<file path="src/rtl/s2p_pkg.sv">
// Shared types and sizing helpers for the serial/parallel converters.
package s2p_pkg;

  typedef enum logic {
    IDLE,
    COLLECT
  } s2p_state_e;

  // Number of chunks per word; zero flags an illegal width pairing.
  function automatic int unsigned s2p_count_max(input int unsigned p_width,
                                                input int unsigned s_width);
    return (s_width == 0) ? 0 : p_width / s_width;
  endfunction

  // Width of a counter that runs 0 .. limit-1 (at least one bit).
  function automatic int unsigned s2p_cnt_width(input int unsigned limit);
    return (limit <= 2) ? 1 : $clog2(limit);
  endfunction

endpackage

</file>
<file path="src/rtl/s2p_out_buf.sv">
// Output holding register with valid/ready handshake and overrun pulse.
module s2p_out_buf #(
  parameter int unsigned WIDTH = 24
) (
  input  logic             clk,
  input  logic             rst_n,
  input  logic             load,
  input  logic [WIDTH-1:0] word,
  input  logic             out_ready,
  output logic [WIDTH-1:0] parallel_out,
  output logic             out_valid,
  output logic             overrun
);

  logic [WIDTH-1:0] data_q, data_d;
  logic             valid_q, valid_d;
  logic             overrun_q, overrun_d;
  logic             accept;

  assign accept = valid_q && out_ready;

  always_comb begin
    data_d    = data_q;
    valid_d   = valid_q;
    overrun_d = 1'b0;
    if (load) begin
      if (!valid_q || out_ready) begin
        data_d  = word;
        valid_d = 1'b1;
      end else begin
        // Consumer is stalled: keep the old word, drop the new one.
        overrun_d = 1'b1;
      end
    end else if (accept) begin
      data_d  = '0;
      valid_d = 1'b0;
    end
  end

  always_ff @(posedge clk or negedge rst_n) begin
    if (!rst_n) begin
      data_q    <= '0;
      valid_q   <= 1'b0;
      overrun_q <= 1'b0;
    end else begin
      data_q    <= data_d;
      valid_q   <= valid_d;
      overrun_q <= overrun_d;
    end
  end

  assign parallel_out = data_q;
  assign out_valid    = valid_q;
  assign overrun      = overrun_q;

endmodule

</file>
<file path="src/rtl/serial_to_parallel.sv">
// Assembles MSB-first serial chunks into parallel words.
// Optional inter-chunk idle timeout is enabled with macro S2P_TIMEOUT_EN.
module serial_to_parallel
  import s2p_pkg::*;
#(
  parameter int unsigned P_WIDTH        = 24,
  parameter int unsigned S_WIDTH        = 8,
  parameter int unsigned TIMEOUT_CYCLES = 1024
) (
  input  logic               clk,
  input  logic               rst_n,
  input  logic [S_WIDTH-1:0] serial_in,
  input  logic               serial_valid,
  output logic [P_WIDTH-1:0] parallel_out,
  output logic               out_valid,
  input  logic               out_ready,
  output logic               busy,
  output logic               overrun,
  output logic               timeout
);

  localparam int unsigned COUNT_MAX = s2p_count_max(P_WIDTH, S_WIDTH);
  localparam int unsigned CNT_W     = s2p_cnt_width(COUNT_MAX);
  // Only the chunks already received need storage; the top chunk is never kept.
  localparam int unsigned HOLD_W    = (COUNT_MAX > 1) ? P_WIDTH - S_WIDTH : 1;

  if (S_WIDTH == 0 || P_WIDTH == 0 || (P_WIDTH % S_WIDTH) != 0) begin : g_bad_width
    $error("P_WIDTH must be a nonzero multiple of S_WIDTH");
  end
  if (TIMEOUT_CYCLES == 0) begin : g_bad_timeout
    $error("TIMEOUT_CYCLES must be nonzero");
  end

  s2p_state_e         state_q, state_d;
  logic [CNT_W-1:0]   cnt_q, cnt_d;
  logic [HOLD_W-1:0]  hold_q, hold_d, hold_next;
  logic [P_WIDTH-1:0] word;
  logic               complete;
  logic               discard;

  if (COUNT_MAX == 1) begin : g_single
    assign word      = serial_in;
    assign hold_next = '0;
  end else begin : g_multi
    assign word      = {hold_q, serial_in};
    assign hold_next = word[HOLD_W-1:0];
  end

`ifdef S2P_TIMEOUT_EN
  localparam int unsigned TO_W = s2p_cnt_width(TIMEOUT_CYCLES);

  logic [TO_W-1:0] idle_q, idle_d;
  logic            timeout_q;

  assign discard = (state_q == COLLECT) && !serial_valid &&
                   (idle_q == TO_W'(TIMEOUT_CYCLES - 1));

  always_comb begin
    idle_d = '0;
    if (state_q == COLLECT && !serial_valid && !discard) begin
      idle_d = idle_q + 1'b1;
    end
  end

  always_ff @(posedge clk or negedge rst_n) begin
    if (!rst_n) begin
      idle_q    <= '0;
      timeout_q <= 1'b0;
    end else begin
      idle_q    <= idle_d;
      timeout_q <= discard;
    end
  end

  assign timeout = timeout_q;
`else
  assign discard = 1'b0;
  assign timeout = 1'b0;
`endif

  always_comb begin
    state_d  = state_q;
    cnt_d    = cnt_q;
    hold_d   = hold_q;
    complete = 1'b0;
    if (serial_valid) begin
      hold_d = hold_next;
      if (cnt_q == CNT_W'(COUNT_MAX - 1)) begin
        complete = 1'b1;
        cnt_d    = '0;
        state_d  = IDLE;
      end else begin
        cnt_d   = cnt_q + 1'b1;
        state_d = COLLECT;
      end
    end else if (discard) begin
      cnt_d   = '0;
      hold_d  = '0;
      state_d = IDLE;
    end
  end

  always_ff @(posedge clk or negedge rst_n) begin
    if (!rst_n) begin
      state_q <= IDLE;
      cnt_q   <= '0;
      hold_q  <= '0;
    end else begin
      state_q <= state_d;
      cnt_q   <= cnt_d;
      hold_q  <= hold_d;
    end
  end

  assign busy = (state_q == COLLECT);

  s2p_out_buf #(
    .WIDTH(P_WIDTH)
  ) u_out_buf (
    .clk         (clk),
    .rst_n       (rst_n),
    .load        (complete),
    .word        (word),
    .out_ready   (out_ready),
    .parallel_out(parallel_out),
    .out_valid   (out_valid),
    .overrun     (overrun)
  );

endmodule

</file>
<file path="config.mk">
export PLATFORM = sky130hd
export DESIGN_NAME = serial_to_parallel
export DESIGN_NICKNAME = d
export VERILOG_FILES = /design/src/rtl/s2p_pkg.sv /design/src/rtl/s2p_out_buf.sv /design/src/rtl/serial_to_parallel.sv
export SDC_FILE = /design/constraint.sdc
export NUM_CORES = 1
export LEC_CHECK = 0
export BUFFER_PORTS_ARGS = -buffer_cell sky130_fd_sc_hd__buf_2
export CORE_MARGIN = 2
export CORE_UTILIZATION = 56
export CTS_BUF_LIST = sky130_fd_sc_hd__clkbuf_4 sky130_fd_sc_hd__clkbuf_8
export DETAILED_ROUTE_END_ITERATION = 12
export HOLD_SLACK_MARGIN = 0.02
export PLACE_DENSITY = 0.79
export SLEW_MARGIN = 20
export SYNTH_ARGS = -nofsm -noshare
export SYNTH_HDL_FRONTEND = slang
export SYNTH_SLANG_ARGS = --single-unit
</file>
<file path="constraint.sdc">
create_clock -name clk -period 1.5 [get_ports clk]
set_input_delay 0.3 -clock clk [delete_from_list [all_inputs] [get_ports clk]]
set_output_delay 0.3 -clock clk [all_outputs]
set_load 0.01 [all_outputs]
</file>
==> qor.csv, run 1 <==
stage,metric,value,unit
yosys,syn nets,151,
yosys,Mapped Area,1920,um2
detailed_routing,# DRC,0,
setup_path,crit path kind,reg2out,
die,IO Pins,40,
global_routing,vias in the first global route,1323,
finish,share of cells above drive strength 1,0.459,
yosys,post-synth top area share,0.585,
placement,GP Congestion,0.771,
sta,Tcrit/Tclk final,0.958,
global_routing,largest net degree at the start of global routing,46,
clock_network,clock root buffer,clkbuf_4,
detailed_routing,final wirelength,3860,um
setup_path,crit path capture type,output port,
finish,Fillers,266,
setup_path,Critical Path Start,u_out_buf.out_valid,
job,Max Cap Viol,0,
die,die width,62.6,um
die,Starting Density,0.581,
clock_network,CTS tree,yes,
sta,max-slew violation count,0,
detailed_routing,Pre-Repair DR Iteration Count,4,
global_routing,GRT Total Usage,0.219,
yosys,number of library cell types mapped by synthesis,20,
placement,Post-DP Area,2170,um2
detailed_routing,drt via density,5.84,
setup_path,reg-to-reg endpoint,u_out_buf.parallel_out[6],
finish,"commonest non-fill, non-tap cell in the layout",dfrtp_1,
global_routing,antenna violations before repair,0,
placement,HPWL Detailed,2600,um
sta,fmax,696,MHz
yosys,Syn Inst Count,139,
sta,"Hold Vio Cnt, Final",0,
yosys,leading area contributor after synthesis,dfrtp_1,
sta,setup TNS,0,ns
setup_path,reg2reg setup slack,0.15,ns
finish,Nets,192,
setup_path,critical path's top delay family,flip-flops,
detailed_routing,drt wl/cell,17.0,um
die,Die ar.,3920,um2
setup_path,Worst Path Buf+Inv,2,
setup_path,cells on worst reg2reg path,4,
detailed_routing,vias,1325,
finish,"commonest non-fill, non-tap cells in the layout","45 x dfrtp_1, 38 x buf_2, 24 x a21boi_0, 17 x mux2_2, 15 x a32o_1",
finish,post-route cell area,2250,um2
clock_network,clock latency on the worst-skew pair,0.36,ns
setup_path,critical path arrival,1.14,ns
clock_network,clk buf depth,2,
detailed_routing,drt initial violations,63,
setup_path,RR Startpoint,u_out_buf.out_valid,
sta,skew final,0.0102,ns
clock_network,"Reg clk slew, reported paths",0.13,ns
setup_path,critical path endpoint,out_valid,
setup_path,Levels on crit path,2,
power_and_ir_drop,Cell Pwr Density,1680,nW/um2
die,Die Y,62.6,um
status,run status,"finished, final reports clean",
finish,Area Overhead vs Synth,17.0,%
worst_hold_path,kind of path behind the tightest hold check,in2reg,
setup_path,critical path peak fanout,11,
global_routing,remaining global-route overflow,0,
setup_path,startpoint types,register,
global_routing,first-pass GRT wire length,6590,um
clock_network,Num CTS Buffers,5,
yosys,register bit total from synthesis,45,
placement,IO buf count,38,
finish,n_diodes,0,
setup_path,"Cell Chain, Critical Path",buf_4 -> buf_2,
power_and_ir_drop,Peak VDD IR,0.780,mV
die,FP Rows,21,
setup_path,CP required,1.20,ns
yosys,average size of a mapped cell,13.8,um2
yosys,sequential cell area fraction in the yosys report,0.585,
sta,crit path time final,1.44,ns
detailed_routing,"antenna viol nets, final",0,
yosys,Ys Warns,0,
setup_path,slowest cell delay on critical path,0.43,ns
sta,"Setup violations, final",0,
die,core area,3310,um2
clock_network,# resized after CTS,0,
power_and_ir_drop,total power,3.77,mW
clock_network,H-tree level count,2,
yosys,main area contributors after synthesis,"dfrtp_1 59%, mux2_2 9.9%, a21boi_0 9.4%",
setup_path,"Slowest-stage cell, CP",dfrtp_1,
power_and_ir_drop,Pleak,1.09,nW
clock_network,CTS Sinks,45,
repair_timing:
| item | CTS | global route |
|---|---|---|
| endpoints found under the hold margin | 45 | 0 |
| hold buffers | 1 | 0 |
| buffers inserted | 0 | 1 |
| endpoints found under the setup margin | 0 | 1 |
cell usage after synthesis:
| cell | instances |
|---|---|
| inv_1 | 1 |
| nor2_1 | 3 |
| nand3b_1 | 1 |
| conb_1 | 1 |
| clkbuf_1 | 4 |
| nand4bb_1 | 1 |
| o21ai_0 | 2 |
| buf_6 | 1 |
| buf_4 | 1 |
| nand2b_1 | 1 |
| a32o_2 | 9 |
| and3b_1 | 1 |
| nand2_1 | 1 |
| dfrtp_1 | 45 |
| nor3_1 | 1 |
| a21boi_0 | 24 |
| buf_8 | 2 |
| buf_2 | 8 |
| mux2_2 | 17 |
| a32o_1 | 15 |
area by class of cell:
type / instances / area (um2) / area share
sequential: 45 / 1130 / 0.500
clock buffer: 6 / 51.3 / 0.0228
inverter: 1 / 3.75 / 0.00167
tap: 46 / 57.6 / 0.0256
clock inverter: 2 / 13.8 / 0.00611
multi-input combinational: 77 / 691 / 0.307
timing repair buffer: 50 / 308 / 0.137
through the flow:
step / util / std cells / setup slack (ns) / hold WS (ns)
after floorplan: - / 139 / 0.223 / 0.00441
after global placement: 0.655 / 217 / 0.321 / 0.291
after detailed placement: 0.655 / 217 / 0.274 / 0.293
after CTS: 0.678 / 226 / 0.0380 / 0.168
after global routing: 0.680 / 227 / -0.00374 / 0.153
final: 0.680 / 227 / 0.0623 / 0.183
state kept, by name, summed over array words and instances, names as in the netlist:
register / count
hold_q: 16
cnt_q: 2
u_out_buf.parallel_out: 24
u_out_buf.out_valid: 1
u_out_buf.overrun: 1
busy: 1
logic make-up (layout without fill, tap and decap cells):
| kind of cell | Yosys count | count (layout) | synth area share |
|---|---|---|---|
| flops | 45 | 45 | 0.585 |
| buf+inv | 17 | 59 | 0.0559 |
| other cells | 1 | 1 | 0.00195 |
| compound gates | 50 | 50 | 0.230 |
| mux | 17 | 17 | 0.0995 |
| simple gates | 9 | 9 | 0.0280 |
worst min path at each step:
| stage | endpoint | startpoint | slack [ns] | cells after the start |
|---|---|---|---|---|
| after floorplan | busy | rst_n | 0.004 | 0 |
| after global placement | u_out_buf.parallel_out[15] | rst_n | 0.29 | 2 |
| after detailed placement | u_out_buf.parallel_out[15] | rst_n | 0.29 | 2 |
| after CTS | hold_q[7] | serial_in[7] | 0.17 | 2 |
| after global routing | hold_q[7] | serial_in[7] | 0.15 | 2 |
| final | hold_q[4] | serial_in[4] | 0.18 | 2 |
routing by layer:
layer | share of wire | GRT usage | vias to the layer above
li1 | - | - | 608
met1 | 0.46 | 0.317 | 660
met2 | 0.47 | 0.323 | 53
met3 | 0.066 | 0.0667 | 4
met4 | 0.0067 | 0.0583 | 0
met5 | 0 | 0 | -
where the power goes:
part	leakage (nW)	switching, mW	internal, mW
Sequential	0.562	0.215	1.56
Combinational	0.492	0.656	0.731
Clock	0.0382	0.382	0.229
Total	1.09	1.25	2.52
Note: power is estimated with default switching activity, not from simulation.
==> run 2: changes to the inputs <==
--- a/config.mk
+++ b/config.mk
@@ -7,11 +7,11 @@
 export LEC_CHECK = 0
 export BUFFER_PORTS_ARGS = -buffer_cell sky130_fd_sc_hd__buf_2
 export CORE_MARGIN = 2
-export CORE_UTILIZATION = 56
+export CORE_UTILIZATION = 50
 export CTS_BUF_LIST = sky130_fd_sc_hd__clkbuf_4 sky130_fd_sc_hd__clkbuf_8
 export DETAILED_ROUTE_END_ITERATION = 12
 export HOLD_SLACK_MARGIN = 0.02
-export PLACE_DENSITY = 0.79
+export PLACE_DENSITY = 0.75
 export SLEW_MARGIN = 20
 export SYNTH_ARGS = -nofsm -noshare
 export SYNTH_HDL_FRONTEND = slang
==> constraint.sdc (replaced) <==
create_clock -name clk -period 1.3 [get_ports clk]
set_input_delay 0.26 -clock clk [delete_from_list [all_inputs] [get_ports clk]]
set_output_delay 0.26 -clock clk [all_outputs]
set_load 0.01 [all_outputs]
==> run 2 against run 1 <==
Effect of this change: clock-buffer cell count rose by 2; sequential share of layout area fell by 0.82 points; clock skew fell by 0.0029 ns.
==> qor.csv, run 2 (synthesis results as in run 1) <==
stage,metric,value,unit
status,run status,"finished, final reports clean",
clock_network,CTS Sinks,45,
setup_path,reg2reg setup slack,0.08,ns
detailed_routing,drt initial violations,37,
sta,max-slew violation count,0,
die,core area,3690,um2
setup_path,startpoint types,register,
global_routing,first-pass GRT wire length,6440,um
setup_path,critical path peak fanout,12,
job,Max Cap Viol,0,
placement,Post-DP Area,2180,um2
placement,Inst Count DP,218,
power_and_ir_drop,Pleak,1.10,nW
setup_path,Critical Path Start,u_out_buf.out_valid,
placement,HPWL Detailed,2500,um
finish,Layout Cells excl Fill,228,
detailed_routing,# DRC,0,
detailed_routing,Pre-Repair DR Iteration Count,4,
clock_network,clock latency on the worst-skew pair,0.29,ns
finish,Area Overhead vs Synth,18.9,%
finish,Nets,191,
clock_network,CTS tree,yes,
global_routing,antenna violations before repair,0,
sta,RSZ-0062 raised after global routing,no,
die,FP Rows,22,
detailed_routing,final wirelength,3960,um
sta,fmax,794,MHz
sta,skew final,0.00730,ns
finish,Finished Core Util,0.620,
die,Die Y,66.0,um
worst_hold_path,hold path startpoint,serial_in[0],
placement,IO buf count,38,
sta,Tcrit/Tclk final,0.969,
die,Starting Density,0.522,
clock_network,H-tree level count,2,
global_routing,GRT Total Usage,0.197,
finish,"commonest non-fill, non-tap cell in the layout",dfrtp_1,
power_and_ir_drop,Cell Pwr Density,1990,nW/um2
clock_network,"Reg clk slew, reported paths",0.08,ns
worst_hold_path,kind of path behind the tightest hold check,in2reg,
power_and_ir_drop,Peak VDD IR,1.12,mV
die,IO Pins,40,
sta,"Setup violations, final",0,
sta,hold slack,0.218,ns
setup_path,critical path arrival,1.00,ns
setup_path,crit path capture type,output port,
detailed_routing,drt wl/cell,17.4,um
setup_path,CP required,1.04,ns
finish,share of cells above drive strength 1,0.456,
placement,GP Congestion,0.739,
clock_network,clock root buffer,clkbuf_8,
detailed_routing,drt via density,5.91,
sta,crit path time final,1.26,ns
detailed_routing,"antenna viol nets, final",0,
sta,Final WS setup,0.0399,ns
global_routing,largest net degree at the start of global routing,46,
finish,"commonest non-fill, non-tap cells in the layout","45 x dfrtp_1, 38 x buf_2, 24 x a21boi_0, 17 x mux2_2, 15 x a32o_1",
finish,n_diodes,0,
placement,dpl ws,0.0985,ns
sta,setup TNS,0,ns
finish,post-route cell area,2290,um2
die,die width,66.0,um
die,Die ar.,4360,um2
setup_path,RR Startpoint,u_out_buf.out_valid,
power_and_ir_drop,total power,4.56,mW
finish,Fillers,299,
clock_network,Num CTS Buffers,5,
detailed_routing,vias,1348,
finish,max reg flops,24,
global_routing,remaining global-route overflow,0,
clock_network,clk buf depth,2,
sta,"Hold Vio Cnt, Final",0,
setup_path,crit path kind,reg2out,
global_routing,vias in the first global route,1241,
run 2: per-layer routing:
layer  share of wire  wire (um)  up-vias  track usage
met5               0          0        -            0
li1                -          -      605            -
met3           0.069        274        2       0.0613
met4          0.0050         20        0       0.0536
met1            0.46       1840      684        0.287
met2            0.46       1830       57        0.288
run 2: critical path, stage by stage (launching register included):
cell and delay (ns):
dfrtp_1 0.41, buf_6 0.16, buf_2 0.14
run 2: repair_timing:
item                                    in CTS  in global routing
buffers inserted                             0                  1
endpoints found under the setup margin       1                  1
hold buffers                                 1                  0
endpoints found under the hold margin       45                  0
gates resized for setup                      1                  0
run 2: final cells by class:
| type | instances | area (um2) | share of cell area |
|---|---|---|---|
| Tap cell | 48 | 60.1 | 0.0262 |
| Timing Repair Buffer | 49 | 317 | 0.138 |
| Inverter | 1 | 3.75 | 0.00164 |
| Multi-Input combinational cell | 77 | 691 | 0.302 |
| Sequential cell | 45 | 1130 | 0.492 |
| Clock buffer | 8 | 91.3 | 0.0399 |
run 2: power breakdown:
group | switching (mW) | internal, mW
logic | 0.788 | 0.875
registers | 0.220 | 1.81
clock network | 0.431 | 0.445
run 2: final timing paths:
path / to / depth (start not counted)
min in group asynchronous: u_out_buf.overrun / 3
max: out_valid / 2
min: hold_q[0] / 2
max reg2reg: u_out_buf.parallel_out[6] / 4
min reg2reg: busy / 2
max in group asynchronous: u_out_buf.parallel_out[3] / 3
==> run 3: changes to the inputs <==
--- a/config.mk
+++ b/config.mk
@@ -7,12 +7,13 @@
 export LEC_CHECK = 0
 export BUFFER_PORTS_ARGS = -buffer_cell sky130_fd_sc_hd__buf_2
 export CORE_MARGIN = 2
-export CORE_UTILIZATION = 50
+export CORE_UTILIZATION = 55
 export CTS_BUF_LIST = sky130_fd_sc_hd__clkbuf_4 sky130_fd_sc_hd__clkbuf_8
 export DETAILED_ROUTE_END_ITERATION = 12
 export HOLD_SLACK_MARGIN = 0.02
-export PLACE_DENSITY = 0.75
+export PLACE_DENSITY = 0.79
 export SLEW_MARGIN = 20
 export SYNTH_ARGS = -nofsm -noshare
 export SYNTH_HDL_FRONTEND = slang
+export SYNTH_HIERARCHICAL = 1
 export SYNTH_SLANG_ARGS = --single-unit
==> constraint.sdc (replaced) <==
create_clock -name clk -period 1.2 [get_ports clk]
set_input_delay 0.24 -clock clk [delete_from_list [all_inputs] [get_ports clk]]
set_output_delay 0.24 -clock clk [all_outputs]
set_load 0.01 [all_outputs]
==> run 3 against run 2 <==
Effect of this change: the flow now finishes with violations (negative setup slack); global-route usage rose by 0.80 points; clock power shrank 19%; worst setup slack worse by 0.040 ns.
==> qor.csv, run 3 <==
stage,metric,value,unit
clock_network,clk buf depth,2,
yosys,main area contributors after synthesis,"dfrtp_1 63%, a32o_1 13%, mux2_4 13%",
clock_network,CTS Sinks,45,
finish,Area Overhead vs Synth,19.2,%
detailed_routing,final wirelength,3380,um
clock_network,clock root buffer,clkbuf_4,
setup_path,Worst Path Buf+Inv,1,
placement,GP Congestion,0.679,
sta,"Hold Vio Cnt, Final",0,
clock_network,H-tree level count,2,
placement,Inst Count DP,191,
power_and_ir_drop,sequential power share,0.510,
detailed_routing,vias,1141,
yosys,syn nets,122,
sta,Tcrit/Tclk final,1.00,
yosys,async set or reset register ratio after synthesis,1.00,
setup_path,RR Startpoint,cnt_q[1],
yosys,leading area contributor after synthesis,dfrtp_1,
yosys,number of library cell types mapped by synthesis,18,
yosys,average size of a mapped cell,16.4,um2
sta,Final WS setup,-0.000193,ns
setup_path,Critical Path Start,u_out_buf/out_valid,
power_and_ir_drop,Peak VDD IR,1.16,mV
setup_path,crit path kind,reg2out,
status,failing checks,negative setup slack,
clock_network,Num CTS Buffers,5,
setup_path,"Slowest-stage cell, CP",dfrtp_2,
sta,max-slew violation count,0,
power_and_ir_drop,sw power,1.42,mW
global_routing,first-pass GRT wire length,5470,um
setup_path,critical path arrival,0.96,ns
die,Die ar.,3750,um2
placement,Post-DP Area,2040,um2
finish,post-route cell area,2150,um2
power_and_ir_drop,total power,4.47,mW
clock_network,"Reg clk slew, reported paths",0.12,ns
yosys,post-synth top area share,0.625,
yosys,most common flop cell mapped by yosys,dfrtp_1,
power_and_ir_drop,Pleak,1.07,nW
detailed_routing,# DRC,0,
power_and_ir_drop,combinational group share of total power,0.332,
yosys,post-synthesis mux area share,0.151,
yosys,Ys Warns,6,
power_and_ir_drop,internal power,3.05,mW
yosys,sequential cell area fraction in the yosys report,0.625,
yosys,most common cell in the synthesized netlist,dfrtp_1,
detailed_routing,drt initial violations,44,
detailed_routing,"antenna viol nets, final",0,
die,Die Y,61.2,um
die,Starting Density,0.585,
setup_path,CP required,0.96,ns
finish,"commonest non-fill, non-tap cell in the layout",dfrtp_1,
setup_path,critical path's top delay family,flip-flops,
yosys,Syn Inst Count,110,
sta,hold slack,0.118,ns
worst_hold_path,kind of path behind the tightest hold check,in2reg,
status,run status,finished with violations,
setup_path,crit path capture type,output port,
job,Max Cap Viol,0,
sta,crit path time final,1.20,ns
placement,IO buf count,38,
yosys,register bit total from synthesis,45,
die,FP Rows,20,
yosys,number of synthesized flops with an enable pin,0,
finish,max reg flops,24,
setup_path,"Cell Chain, Critical Path",buf_6,
sta,skew final,0.0116,ns
yosys,Synth Area in XOR/XNOR,0,
sta,"Setup violations, final",1,
power_and_ir_drop,switching part of the total,0.318,
setup_path,slowest cell delay on critical path,0.47,ns
yosys,Simple-Gate Fraction of Synth Area,0.0202,
detailed_routing,drt via density,5.62,
global_routing,vias in the first global route,1176,
detailed_routing,drt wl/cell,16.6,um
global_routing,largest net degree at the start of global routing,46,
yosys,largest family of logic cells by synthesized area,multiplexers,
finish,share of cells above drive strength 1,0.503,
die,die width,61.2,um
global_routing,remaining global-route overflow,0,
die,IO Pins,40,
placement,HPWL Detailed,2210,um
setup_path,reg2reg setup slack,-0.0002,ns
yosys,synth cell count leaders,"45 x dfrtp_1, 24 x a32o_1, 16 x mux2_4, 7 x buf_6, 3 x nand2b_1",
global_routing,antenna violations before repair,0,
finish,"commonest non-fill, non-tap cells in the layout","44 x dfrtp_1, 37 x buf_2, 24 x a32o_1, 16 x mux2_4, 9 x buf_4",
finish,Nets,170,
yosys,Synth Area in Adders,0,
clock_network,CTS tree,yes,
setup_path,startpoint types,register,
sta,fmax,833,MHz
yosys,Mapped Area,1800,um2
finish,n_diodes,0,
detailed_routing,Pre-Repair DR Iteration Count,4,
power_and_ir_drop,clock power share,0.158,
die,core area,3080,um2
finish,Layout Cells excl Fill,203,
clock_network,clock latency on the worst-skew pair,0.36,ns
global_routing,GRT Total Usage,0.205,
setup_path,critical path peak fanout,3,
finish,Finished Core Util,0.698,
worst_hold_path,hold path startpoint,serial_in[0],
power_and_ir_drop,Cell Pwr Density,2080,nW/um2
yosys,Compound-Gate Fraction of Synth Area,0.141,
sta,RSZ-0062 raised after global routing,yes,
-- run 3: cell types whose count changed in the layout (fill, tap and decap cells not counted), moves of 3 or more --
| cell | change |
|---|---|
| a21boi_0 | -24 |
| mux2_2 | -17 |
| mux2_4 | +16 |
| a32o_1 | +9 |
| a32o_2 | -9 |
| clkbuf_8 | -5 |
| buf_4 | +3 |
| buf_6 | +3 |
| clkbuf_4 | +3 |
-- run 3: worst paths after layout --
path | endpoint | cells after the start
worst max-delay path | out_valid | 1
worst min-delay path | hold_q[0] | 2
worst max register to register | u_out_buf/parallel_out[22] | 5
worst min register to register | u_out_buf/parallel_out[23] | 1
max in group asynchronous | u_out_buf/out_valid | 3
min in group asynchronous | u_out_buf/parallel_out[12] | 3
-- run 3: kinds of logic (layout without fill, tap and decap cells) --
kind of cell / count (synthesis) / in the layout
AOI/OAI and AO/OA: 26 / 26
buffers and inverters: 13 / 62
DFF: 45 / 45
muxes: 18 / 18
other: 1 / 1
and+or+nand+nor: 7 / 7
-- run 3: cell type report --
cell class              count  area [um2]
clock inverters             2        10.0
clock buffers               6        45.0
repair buffers             52         328
inverters                   2        7.51
fillers                   232         931
multi-input cells          52         574
well taps                  44        55.1
flip-flops and latches     45        1130
-- run 3: metal layers --
layer / wire (um) / GRT usage / up-vias
li1: - / - / 509
met1: 1380 / 0.266 / 590
met2: 1750 / 0.327 / 36
met3: 200 / 0.0609 / 6
met4: 48 / 0.0839 / 0
met5: 0 / 0 / -
-- run 3: power groups by stage --
stage               clock network [mW]  logic, mW  registers, mW
floorplan                            0      0.650           2.48
global placement                     0       1.39           2.29
detailed placement                   0       1.45           2.32
CTS                              0.723       1.45           2.29
global route                     0.784       1.62           2.34
finish                           0.708       1.48           2.28
-- run 3: repair_timing --
item / CTS / global route
pin swaps: 0 / 1
setup endpoints to repair: 5 / 26
hold endpoints to repair: 45 / 0
hold buffers: 1 / 0
buffers inserted: 0 / 2
gates resized for setup: 1 / 6
gates cloned: 0 / 1
-- run 3: per-stage QoR --
stage / TNS (ns) / worst slack, ns
detailed placement: 0 / 0.0286
CTS: -0.0406 / -0.0406
global placement: 0 / 0.0760
global route: -0.504 / -0.0340
floorplan: 0 / 0.00381
finish: -0.000193 / -0.000193
